### src/rtl/pipeline_ctrl_pkg.sv
// Shared types and constants for the pipeline sequencer.
// Stage-control words bundle every enable/flush so priority arms assign one value.
package pipeline_ctrl_pkg;

  localparam int REG_AW = 5;

  typedef enum logic [1:0] {
    RUN      = 2'd0,
    MC_BUSY  = 2'd1,
    MC_DRAIN = 2'd2
  } state_e;

  typedef struct packed {
    logic pc_we;
    logic if_id_we;
    logic id_ex_we;
    logic ex_mem_we;
    logic mem_wb_we;
    logic if_id_flush;
    logic id_ex_flush;
    logic ex_mem_flush;
    logic mem_wb_flush;
    logic mc_start;
  } ctrl_t;

  // Flushes are paired with a set write-enable so the bubble is actually loaded.
  localparam ctrl_t CTRL_NORMAL   = 10'b11111_0000_0;
  localparam ctrl_t CTRL_RESET    = 10'b00000_1111_0;
  localparam ctrl_t CTRL_MEM_WAIT = 10'b00001_0001_0;
  localparam ctrl_t CTRL_MC_START = 10'b00011_0010_1;
  localparam ctrl_t CTRL_MC_HOLD  = 10'b00011_0010_0;
  localparam ctrl_t CTRL_REDIRECT = 10'b11111_1100_0;
  localparam ctrl_t CTRL_LOAD_USE = 10'b00111_0100_0;

endpackage

### src/rtl/sat_counter.sv
// Saturating up-counter with synchronous clear; holds at all-ones instead of wrapping.
module sat_counter
  import pipeline_ctrl_pkg::*;
#(
  parameter int W = 16
) (
  input  logic         clk,
  input  logic         rst,
  input  logic         inc,
  output logic [W-1:0] q
);

  always_ff @(posedge clk) begin
    if (rst) begin
      q <= '0;
    end else if (inc && (q != {W{1'b1}})) begin
      q <= q + {{(W-1){1'b0}}, 1'b1};
    end
  end

endmodule

### src/rtl/pipeline_ctrl.sv
// Pipeline sequencer: stage enables/flushes, multi-cycle EX handshake, watchdog and perf counters.
//
// state    | meaning
// ---------+-----------------------------------------------------------
// RUN      | normal issue; load-use, redirect and mc start resolved here
// MC_BUSY  | multi-cycle op in flight, front end frozen, waiting mc_done
// MC_DRAIN | mc_done seen under a dmem wait; release once the wait ends
module pipeline_ctrl
  import pipeline_ctrl_pkg::*;
#(
  parameter int REG_AW = pipeline_ctrl_pkg::REG_AW,
  parameter int CNT_W  = 16,
  parameter int MC_MAX = 64
) (
  input  logic              clk,
  input  logic              rst,
  input  logic [REG_AW-1:0] id_rs1,
  input  logic [REG_AW-1:0] id_rs2,
  input  logic              id_uses_rs1,
  input  logic              id_uses_rs2,
  input  logic [REG_AW-1:0] ex_rd,
  input  logic              ex_mem_read,
  input  logic              ex_reg_write,
  input  logic              ex_branch_taken,
  input  logic              ex_mc_op,
  input  logic              mc_done,
  input  logic              mem_req,
  input  logic              mem_ready,
  output logic              pc_we,
  output logic              if_id_we,
  output logic              id_ex_we,
  output logic              ex_mem_we,
  output logic              mem_wb_we,
  output logic              if_id_flush,
  output logic              id_ex_flush,
  output logic              ex_mem_flush,
  output logic              mem_wb_flush,
  output logic              mc_start,
  output logic              mc_timeout,
  output logic [CNT_W-1:0]  stall_cycles,
  output logic [CNT_W-1:0]  redirect_cnt
);

  localparam int WD_W = $clog2(MC_MAX + 1);
  localparam logic [WD_W-1:0] WD_MAX = WD_W'(MC_MAX);
  localparam logic [WD_W-1:0] WD_ONE = WD_W'(1);

  state_e          state;
  logic            done_pend;
  logic [WD_W-1:0] wdog;
  logic [WD_W-1:0] wdog_nxt;
  logic            mem_wait;
  logic            load_use;
  logic            mc_release;
  logic            redirect;
  ctrl_t           ctrl;

  assign mem_wait = mem_req & ~mem_ready;

  assign load_use = ex_mem_read & ex_reg_write & (ex_rd != '0) &
                    ((id_uses_rs1 & (id_rs1 == ex_rd)) |
                     (id_uses_rs2 & (id_rs2 == ex_rd)));

  // The result advances on the done cycle itself, or on the first wait-free cycle after a drain.
  assign mc_release = ((state == MC_BUSY) & mc_done) |
                      ((state == MC_DRAIN) & done_pend);

  assign wdog_nxt = (wdog == WD_MAX) ? wdog : wdog + WD_ONE;

  always_comb begin
    ctrl     = CTRL_NORMAL;
    redirect = 1'b0;
    if (rst) begin
      ctrl = CTRL_RESET;
    end else if (mem_wait) begin
      ctrl = CTRL_MEM_WAIT;
    end else if (state != RUN) begin
      ctrl = mc_release ? CTRL_NORMAL : CTRL_MC_HOLD;
    end else if (ex_mc_op) begin
      ctrl = CTRL_MC_START;
    end else if (ex_branch_taken) begin
      ctrl     = CTRL_REDIRECT;
      redirect = 1'b1;
    end else if (load_use) begin
      ctrl = CTRL_LOAD_USE;
    end
  end

  assign {pc_we, if_id_we, id_ex_we, ex_mem_we, mem_wb_we,
          if_id_flush, id_ex_flush, ex_mem_flush, mem_wb_flush, mc_start} = ctrl;

  always_ff @(posedge clk) begin
    if (rst) begin
      state      <= RUN;
      done_pend  <= 1'b0;
      wdog       <= '0;
      mc_timeout <= 1'b0;
    end else begin
      if (state != RUN) begin
        wdog <= wdog_nxt;
        if (wdog_nxt >= WD_MAX) begin
          mc_timeout <= 1'b1;
        end
      end
      case (state)
        RUN: begin
          if (!mem_wait && ex_mc_op) begin
            state <= MC_BUSY;
            wdog  <= WD_ONE;
          end
        end
        MC_BUSY: begin
          if (mc_done) begin
            if (mem_wait) begin
              done_pend <= 1'b1;
              state     <= MC_DRAIN;
            end else begin
              state <= RUN;
            end
          end
        end
        MC_DRAIN: begin
          if (!mem_wait) begin
            done_pend <= 1'b0;
            state     <= RUN;
          end
        end
        default: state <= RUN;
      endcase
    end
  end

  sat_counter #(.W(CNT_W)) u_stall_cnt (
    .clk (clk),
    .rst (rst),
    .inc (~rst & ~pc_we),
    .q   (stall_cycles)
  );

  sat_counter #(.W(CNT_W)) u_redirect_cnt (
    .clk (clk),
    .rst (rst),
    .inc (redirect),
    .q   (redirect_cnt)
  );

endmodule

### config.mk
export PLATFORM = sky130hd
export DESIGN_NAME = pipeline_ctrl
export DESIGN_NICKNAME = d
export VERILOG_FILES = /design/src/rtl/pipeline_ctrl_pkg.sv /design/src/rtl/sat_counter.sv /design/src/rtl/pipeline_ctrl.sv
export SDC_FILE = /design/constraint.sdc
export NUM_CORES = 1
export LEC_CHECK = 0
export ABC_AREA = 1
export CAP_MARGIN = 20
export CORE_MARGIN = 5
export CORE_UTILIZATION = 44
export DETAILED_ROUTE_END_ITERATION = 12
export DONT_BUFFER_PORTS = 1
export PLACE_DENSITY = 0.63
export RECOVER_POWER = 100
export SLEW_MARGIN = 20
export SYNTH_ARGS = -nofsm -noshare
export SYNTH_HDL_FRONTEND = slang
export SYNTH_SLANG_ARGS = --single-unit
### constraint.sdc
create_clock -name clk -period 4.75 [get_ports clk]
set_clock_uncertainty 0.15 [all_clocks]
set_input_delay 0.2375 -clock clk [delete_from_list [all_inputs] [get_ports clk]]
set_output_delay 0.2375 -clock clk [all_outputs]
set_load 0.02 [all_outputs]
# Word-level counts from Yosys, hierarchy flattened
# Index checks and enable logic that the tools add are counted.
# word_totals
out_inout_bits,43
elab_cells,71
reg_bits,43
in_bits,26
# classes
bitwise,14
n_mux,25
order_cmp,1
n_eq_ne,11
reduce_logical,11
add_sub_neg,3
# ops
cell,count
2-to-1 mux 10 bit,7
"adder 16 x 1 -> 16 bit, second input constant",2
"inequality test 16 bit, second input constant",2
2-to-1 mux 7 bit,4
equality test 5 bit,2
AND 1 bit,9
2-to-1 mux 1 bit,8
2-to-1 mux 2 bit,4
"inequality test 2 bit, second input constant",4
"adder 7 x 1 -> 7 bit, second input constant",1
"equality test 7 bit, second input constant",1
"greater-or-equal comparator 7 bit, second input constant",1
one-hot mux 2 bit (3 select lines),1
nonzero test 5 bit,1
AND reduction 4 bit,1
nonzero test 2 bit,2
logical AND 1 bit,3
NOT 1 bit,3
AND reduction 3 bit,1
"equality test 2 x 1 -> 1 bit, second input constant",1
"equality test 2 bit, second input constant",1
zero test 2 bit,1
OR 1 bit,2
one-hot mux 1 bit (2 select lines),1
other kinds (2),2

# Longest topological paths before layout
# Gate-level depths: netlist (run 1).
# logic_depth
depth_word,13
ltp_mapped,12
depth_no_buf,12

# Cells and area by module
# Synthesis (run 1) repeated with hierarchy kept, for this count alone.
# unflattened
hier_cells,459
hier_area_um2,2771.4
# by_module_without_submodules
mod,n_inst,cells_each,seq_area_each_um2,area_per_inst_um2
sat_counter,2,149,320.3,929.6
pipeline_ctrl,1,161,220.2,912.1

# Worst setup path after synthesis (run 1)
# Ideal clock, no wire load.
# synth_path
path_kind,input-to-output
from,input port mem_req
to,output port pc_we
cell_stages,10
t_arrival_ns,1.883
path_buffers,2
slack_ns,2.480
t_required_ns,4.363
path_cell_list,inv_1 -> or2_1 -> buf_4 -> inv_1 -> nor2_1 -> inv_1 -> nor2_1 -> nand2_1 -> inv_1 -> buf_4
# synth_via
elab_chain_cells,3
# synth_lines
element,line_no,source
"start, declared",pipeline_ctrl.sv:27,"input logic mem_req,"
AND 1 bit,pipeline_ctrl.sv:58,assign mem_wait = mem_req & ~mem_ready;
2-to-1 mux 10 bit,pipeline_ctrl.sv:75,end else if (mem_wait) begin
2-to-1 mux 10 bit,pipeline_ctrl.sv:73,if (rst) begin
"end, declared",pipeline_ctrl.sv:29,"output logic pc_we,"
# No other way between the ends.

# Worst setup path in the final report (run 1)
# layout_path
from,register u_redirect_cnt.q[0]
to,register u_redirect_cnt.q[14]
# layout_via
elab_chain_cells,2
# layout_lines
element,line_no,source
"start, declared",sat_counter.sv:10,output logic [W-1:0] q
"start signal, assigned",sat_counter.sv:17,"q <= q + {{(W-1){1'b0}}, 1'b1};"
"parallel branches: the longest is 2 deep, another holds adder 16 x 1 -> 16 bit",-,
# Parallel ways; which one is timed is not known.
# A chain may end at the register's enable or synchronous reset.

==> flow_summary.yaml, run 1 <==
outcome:
  status: "finished, violations left"
  failed_checks: "max-capacitance violations, max-slew violations"
synth:
  async_reset_ff_share_pct: 0
  synthCells: 425
  synth_seq_cells: 43
  synth.largest_area_cell: "dfxtp_1"
  ys_types: 34
  synth_top_area_share_pct: 30.73
  synth_nets: 455
  ys_warn_count: 0
  ys_seq_area_share_pct: 30.73
  synth_area_per_cell_sq_um: 6.592
  synth.area.top_cells: "dfxtp_1 (31%), nand2_1 (15%), inv_1 (7.4%), nor2_1 (5.6%), a21oi_1 (5.5%)"
  synth_most_common_cell: "nand2_1"
  yosys_most_used_dff: "dfxtp_1"
  synth_edf_count: 0
  synth_common_cells: "nand2_1 (110), inv_1 (55), dfxtp_1 (43)"
  syn_area_sq_um: 2801
power:
  internal-power_mw: 0.4895
  sw_frac_of_total_pct: 28.69
  p_comb_share_pct: 11.3
  p_sw_mw: 0.1970
  ir_worst_vdd_v: 0.0001330
  cellPowerDensity_nw_per_um2: 239.8
  pwr-share-seq_pct: 54.8
  leakage_nw: 1.142
  pwr-share-clk_pct: 33.9
clock_tree:
  clock_latency_ns: 0.29
  cts_buffers: 5
  clock-sinks: 43
  clockBufferDepth: 2
  cts_tree: "built"
  htreeDepth: 2
  cts-root-buf: "clkbuf_8"
  clkTransAtPathRegs_ns: 0.08
  cts_setup_buffers: 0
setup_path:
  cpMaxStageDelayCell: "nor3b_1"
  cp_slowest_stage_delay_ns: 1.40
  crit_fanout: 17
  worstSetupStartpointType: "flip-flop"
  arrival_ns: 3.32
  endpoint_kind: "flip-flop"
  crit-reg2reg-launch: "u_redirect_cnt.q[0]$_SDFFE_PP0P_"
  crit_top_cell: "nand3_1"
  crit_chain: "ha_1 -> nand3_1 -> nor2_1 -> nand3_1 -> nor3b_1 -> inv_2 -> nand2_1 -> a21oi_1"
  critPathKind: "reg -> reg"
  crit_start: "u_redirect_cnt.q[0]$_SDFFE_PP0P_"
  cp.required_ns: 4.79
timing:
  period_needed_ns: 3.286
  finalSetupTns_ns: 0
  grt_setup_unrepaired: "false"
  worstMarginPinSlew_ns: 1.823
  finalSetupViolations: 0
  slew_viol_final: 18
  hold_viol: 0
  maxSlewHeadroom_pct: -21.77
  fmax_mhz: 304.3
  timing.hold.ws_ns: 0.02658
  period_share_pct: 69.18
global_routing:
  grt_pass1_wl_mm: 11.01
  antenna_found_initial: 0
  grt_pass1_vias: 2359
  grt-ovfl-total: 0
  grt_max_degree: 32
  grt_usage_pct: 15.76
placement:
  dp_hpwl_mm: 4.705
  gp_congestion: 0.8346
  placed_cell_area_sq_um: 2808
  portBuffers: 0
routing:
  via_per_inst: 5.174
  routed_wl_mm: 6.415
  avgRoutedWirePerCell_um: 12.86
  vias: 2582
  ant_nets: 0
  remaining_drc_errors: 0
  firstDrtPassIters: 4
  drt_iter0_drc: 119
floorplanning:
  boundaryPins: 69
  coreArea_sq_um: 6277
  rows: 29
  die_height_um: 89.79
  fp.dieW_um: 89.79
  die-area_sq_um: 8062
  start_util_pct: 44.63
final_layout:
  drive_above_1_share_pct: 5.687
  nNetsFinal: 451
  synthToLayoutAreaGrowth_pct: 2.189
  antenna_cells: 0
  final_area_sq_um: 2863
run:
  maxCapViolCount: 1
worst_hold_path:
  hold_path_class: "in -> reg"
  min_from: "ex_mc_op"
-- kinds of logic after synthesis --
kind of cell               count (synthesis)  synth area share (%)
and+or+nand+nor                          231                 38.81
buffers and inverters                     71                 10.85
DFF                                       43                 30.73
adders and majority gates                  4                 1.787
AOI/OAI and AO/OA                         54                 10.94
xor gates and xnor gates                  22                 6.878
-- timing repair --
| action | CTS | global route |
|---|---|---|
| hold endpoints to repair | 31 | 0 |
| gates resized for setup | 0 | 0 |
| hold buffers | 2 | 0 |
-- state kept, by name (all words and copies together) (netlist names) --
signal            flops
wdog                  7
u_redirect_cnt.q     16
mc_timeout            1
state                 2
u_stall_cnt.q        16
done_pend             1
-- power groups by stage --
stage	Sequential [mW]	Combinational, mW	Clock (mW)
2_1_floorplan	0.383	0.0745	0
3_3_place_gp	0.385	0.0742	0
3_5_place_dp	0.385	0.0752	0
4_1_cts	0.376	0.0828	0.245
5_1_grt	0.377	0.0879	0.262
6_report	0.376	0.0776	0.233
-- final timing paths --
path | to | slack (ns) | cells past startpoint
worst max-delay path | u_redirect_cnt.q[14]$_SDFFE_PP0P_ | 1.46 | 8
worst min-delay path | state[0]$_SDFFE_PP0P_ | 0.03 | 2
worst max register to register | u_redirect_cnt.q[14]$_SDFFE_PP0P_ | 1.46 | 8
worst min register to register | wdog[4]$_SDFF_PP0_ | 0.34 | 2
-- per-stage QoR --
| step | instances | setup WS, ns | util, % | power [mW] |
|---|---|---|---|---|
| 5_1_grt | 499 | 1.087 | 45.60 | 0.7266 |
| 3_5_place_dp | 488 | 2.380 | 44.73 | 0.4601 |
| 2_1_floorplan | 425 | 2.480 | - | 0.4576 |
| 4_1_cts | 498 | 2.379 | 46.62 | 0.7040 |
| 6_report | 499 | 1.464 | 45.60 | 0.6865 |
| 3_3_place_gp | 488 | 2.409 | 44.73 | 0.4589 |
-- layout make-up --
class                   instances  area, sq um
fillers                       674         3415
multi-input cells             311         1569
flip-flops and latches         43        860.8
inverters                      57        214.0
well taps                      77        96.34
clock buffers                   5        68.82
repair buffers                  3        33.78
clock inverters                 3        20.02
-- cell usage in the layout (no fill, tap or decap), types with 4 or more instances in the layout --
| cell | netlist | final |
|---|---|---|
| nand2_1 | 110 | 111 |
| inv_1 | 55 | 55 |
| nor2_1 | 42 | 43 |
| dfxtp_1 | 43 | 43 |
| a21oi_1 | 31 | 37 |
| nand3_1 | 31 | 32 |
| nand4_1 | 18 | 19 |
| xor2_1 | 16 | 16 |
| o21ai_0 | 8 | 10 |
| nand2_2 | 8 | 8 |
| nor3_1 | 7 | 7 |
| xnor2_1 | 6 | 6 |
| clkbuf_8 | 0 | 5 |
| ha_1 | 4 | 4 |
-- layer usage --
layer  global-route usage [%]  vias to the layer above  wire length, um
li1                         -                     1354                -
met3                    4.841                        4              401
met1                    19.54                     1171             2887
met4                    3.652                        0               51
met5                        0                        -                0
met2                    26.59                       53             3075
-- critical path: cells and delay by family, from the launching register on --
| family | cells | cell delay, ns |
|---|---|---|
| flops | 1 | 0.44 |
| fa+ha+maj | 1 | 0.32 |
| simple gates | 5 | 1.86 |
| buf+inv | 1 | 0.33 |
| compound gates | 1 | 0.07 |
(Power assumes the default switching activity.)
==> run 2: changes to the inputs <==
Settings changed: ABC_AREA 1 to 0, PLACE_DENSITY 0.63 to 0.65.
Clock period 4.75 ns to 2.97 ns, I/O delays scaled along.
==> flow_summary.yaml, run 2 <==
setup_path:
  cp.required_ns: 3.00
  arrival_ns: 2.64
  timing.critical_path.buf_inv: 0
  endpoint_kind: "flip-flop"
  cpMaxStageDelayCell: "nor4_1"
  critPathKind: "reg -> reg"
  crit_fanout: 9
  worstSetupStartpointType: "flip-flop"
  critPathTopFamily: "simple AND/OR/NAND/NOR gates"
  cp_slowest_stage_delay_ns: 0.64
  crit_chain: "or2_0 -> or4_1 -> nor4_1 -> and4_1 -> xnor2_1 -> nor2_1"
synth:
  synthCells: 285
  synth_edf_count: 0
  synth_seq_cells: 43
  syn_area_sq_um: 2357
  yosys_most_used_dff: "dfxtp_1"
  synthSimpleGateAreaFrac_pct: 31.69
  ys_types: 48
  muxShareOfSynthArea_pct: 2.335
  ys_seq_area_share_pct: 36.52
  synth.largest_area_cell: "dfxtp_1"
  synth-adder-area-share_pct: 2.123
  synth_top_area_share_pct: 36.52
  ys_warn_count: 0
  synth_nets: 315
  synth_area_per_cell_sq_um: 8.271
  synth_top_family_by_area: "simple AND/OR/NAND/NOR gates"
  synth_xor_area_share_pct: 10.03
  synth_most_common_cell: "dfxtp_1"
  async_reset_ff_share_pct: 0
  synth.area.top_cells: "dfxtp_1 (37%), xnor2_1 (6.3%), nor2_1 (5.7%), a21oi_1 (4.5%), xor2_1 (3.7%)"
  synth_compound_area_share_pct: 13.11
  synth_common_cells: "dfxtp_1 (43), nor2_1 (36), a21oi_1 (21)"
global_routing:
  antenna_found_initial: 0
  grt_usage_pct: 15.47
  grt_max_degree: 46
  grt_pass1_vias: 1773
  grt-ovfl-total: 0
  grt_pass1_wl_mm: 8.949
timing:
  period_needed_ns: 2.606
  hold_viol: 0
  grt_setup_unrepaired: "false"
  fmax_mhz: 383.7
  worstMarginPinSlew_ns: 0.8516
  timing.hold.ws_ns: 0.007627
  finalSetupViolations: 0
  maxSlewHeadroom_pct: 42.63
  period_share_pct: 87.75
  finalSetupTns_ns: 0
  slew_viol_final: 0
  layout_setup_ws_ns: 0.3639
routing:
  ant_nets: 0
  via_per_inst: 5.578
  remaining_drc_errors: 0
  firstDrtPassIters: 4
  vias: 1997
  avgRoutedWirePerCell_um: 14.90
  drt_iter0_drc: 63
  routed_wl_mm: 5.333
clock_tree:
  cts.repair.resized: 0
  clock-sinks: 43
  cts_setup_buffers: 0
  clkTransAtPathRegs_ns: 0.08
  cts-root-buf: "clkbuf_8"
  holdBufCountCts: 3
  clockBufferDepth: 2
  htreeDepth: 2
  clock_latency_ns: 0.29
  cts_buffers: 5
  cts_tree: "built"
floorplanning:
  boundaryPins: 69
  coreArea_sq_um: 5140
  die-area_sq_um: 6921
  die_height_um: 83.20
  rows: 26
  start_util_pct: 45.86
  fp.dieW_um: 83.20
final_layout:
  synthToLayoutAreaGrowth_pct: 8.333
  top_regs: "u_redirect_cnt.q x16, u_stall_cnt.q x16, wdog x7"
  final_area_sq_um: 2554
  final_common_cell: "dfxtp_1"
  fin_util_pct: 49.68
  drive_above_1_share_pct: 7.986
  nNetsFinal: 317
  antenna_cells: 0
  final_cell_mix: "dfxtp_1 (43), nor2_1 (36), a21oi_1 (21)"
placement:
  gp_congestion: 0.7773
  place_worst_setup_slack_ns: 0.5619
  placed_cell_area_sq_um: 2427
  dp_hpwl_mm: 3.876
  portBuffers: 0
run:
  maxCapViolCount: 0
outcome:
  status: "finished, final reports clean"
power:
  leakage_nw: 0.8935
  ir_worst_vdd_v: 0.0003417
  cellPowerDensity_nw_per_um2: 466.5
worst_hold_path:
  hold_path_class: "in -> reg"
-- run 2: stage by stage --
step	total power, mW	instances
detailed placement	0.7263	347
finish	1.191	358
floorplan	0.7125	285
CTS	1.216	358
global placement	0.7251	347
global route	1.250	358
-- run 2: kinds of logic after synthesis --
kind of cell	after synthesis
simple gates	133
compound gates	50
flops	43
xor+xnor	27
buf+inv	23
mux	5
fa+ha+maj	4
-- run 2: final timing paths --
check / slack [ns] / depth (start not counted) / from / endpoint
max: 0.36 / 6 / state[1]$_SDFFE_PP0P_ / u_redirect_cnt.q[10]$_SDFFE_PP0P_
min: 0.008 / 2 / rst / u_redirect_cnt.q[13]$_SDFFE_PP0P_
max reg2reg: 0.36 / 6 / state[1]$_SDFFE_PP0P_ / u_redirect_cnt.q[10]$_SDFFE_PP0P_
min reg2reg: 0.33 / 2 / done_pend$_SDFFE_PP0P_ / done_pend$_SDFFE_PP0P_
-- run 2: metal layers --
metal  global-route usage, %  share of wire [%]
met5                       0                  0
met4                   4.012               0.75
met3                   5.149                7.7
met2                   23.69                 46
met1                   20.86                 45
-- run 2: report_power, final --
group	switching (mW)	internal [mW]	leakage, nW
logic	0.0733	0.0421	0.485
registers	0.0203	0.585	0.347
clock network	0.198	0.272	0.0612
total	0.292	0.900	0.894
-- run 2: worst register-to-register path, cell delays in order, from the launching register on --
cell and delay, ns:
dfxtp_1 0.37, or2_0 0.30, or4_1 0.58, nor4_1 0.64, and4_1 0.29, xnor2_1 0.12, nor2_1 0.05
-- run 2: final cells by class --
cell class,count,area [sq um]
inverters,10,37.54
fillers,539,2586
repair buffers,8,63.81
clock buffers,6,82.58
well taps,70,87.58
multi-input cells,219,1386
flip-flops and latches,43,860.8
clock inverters,2,35.03
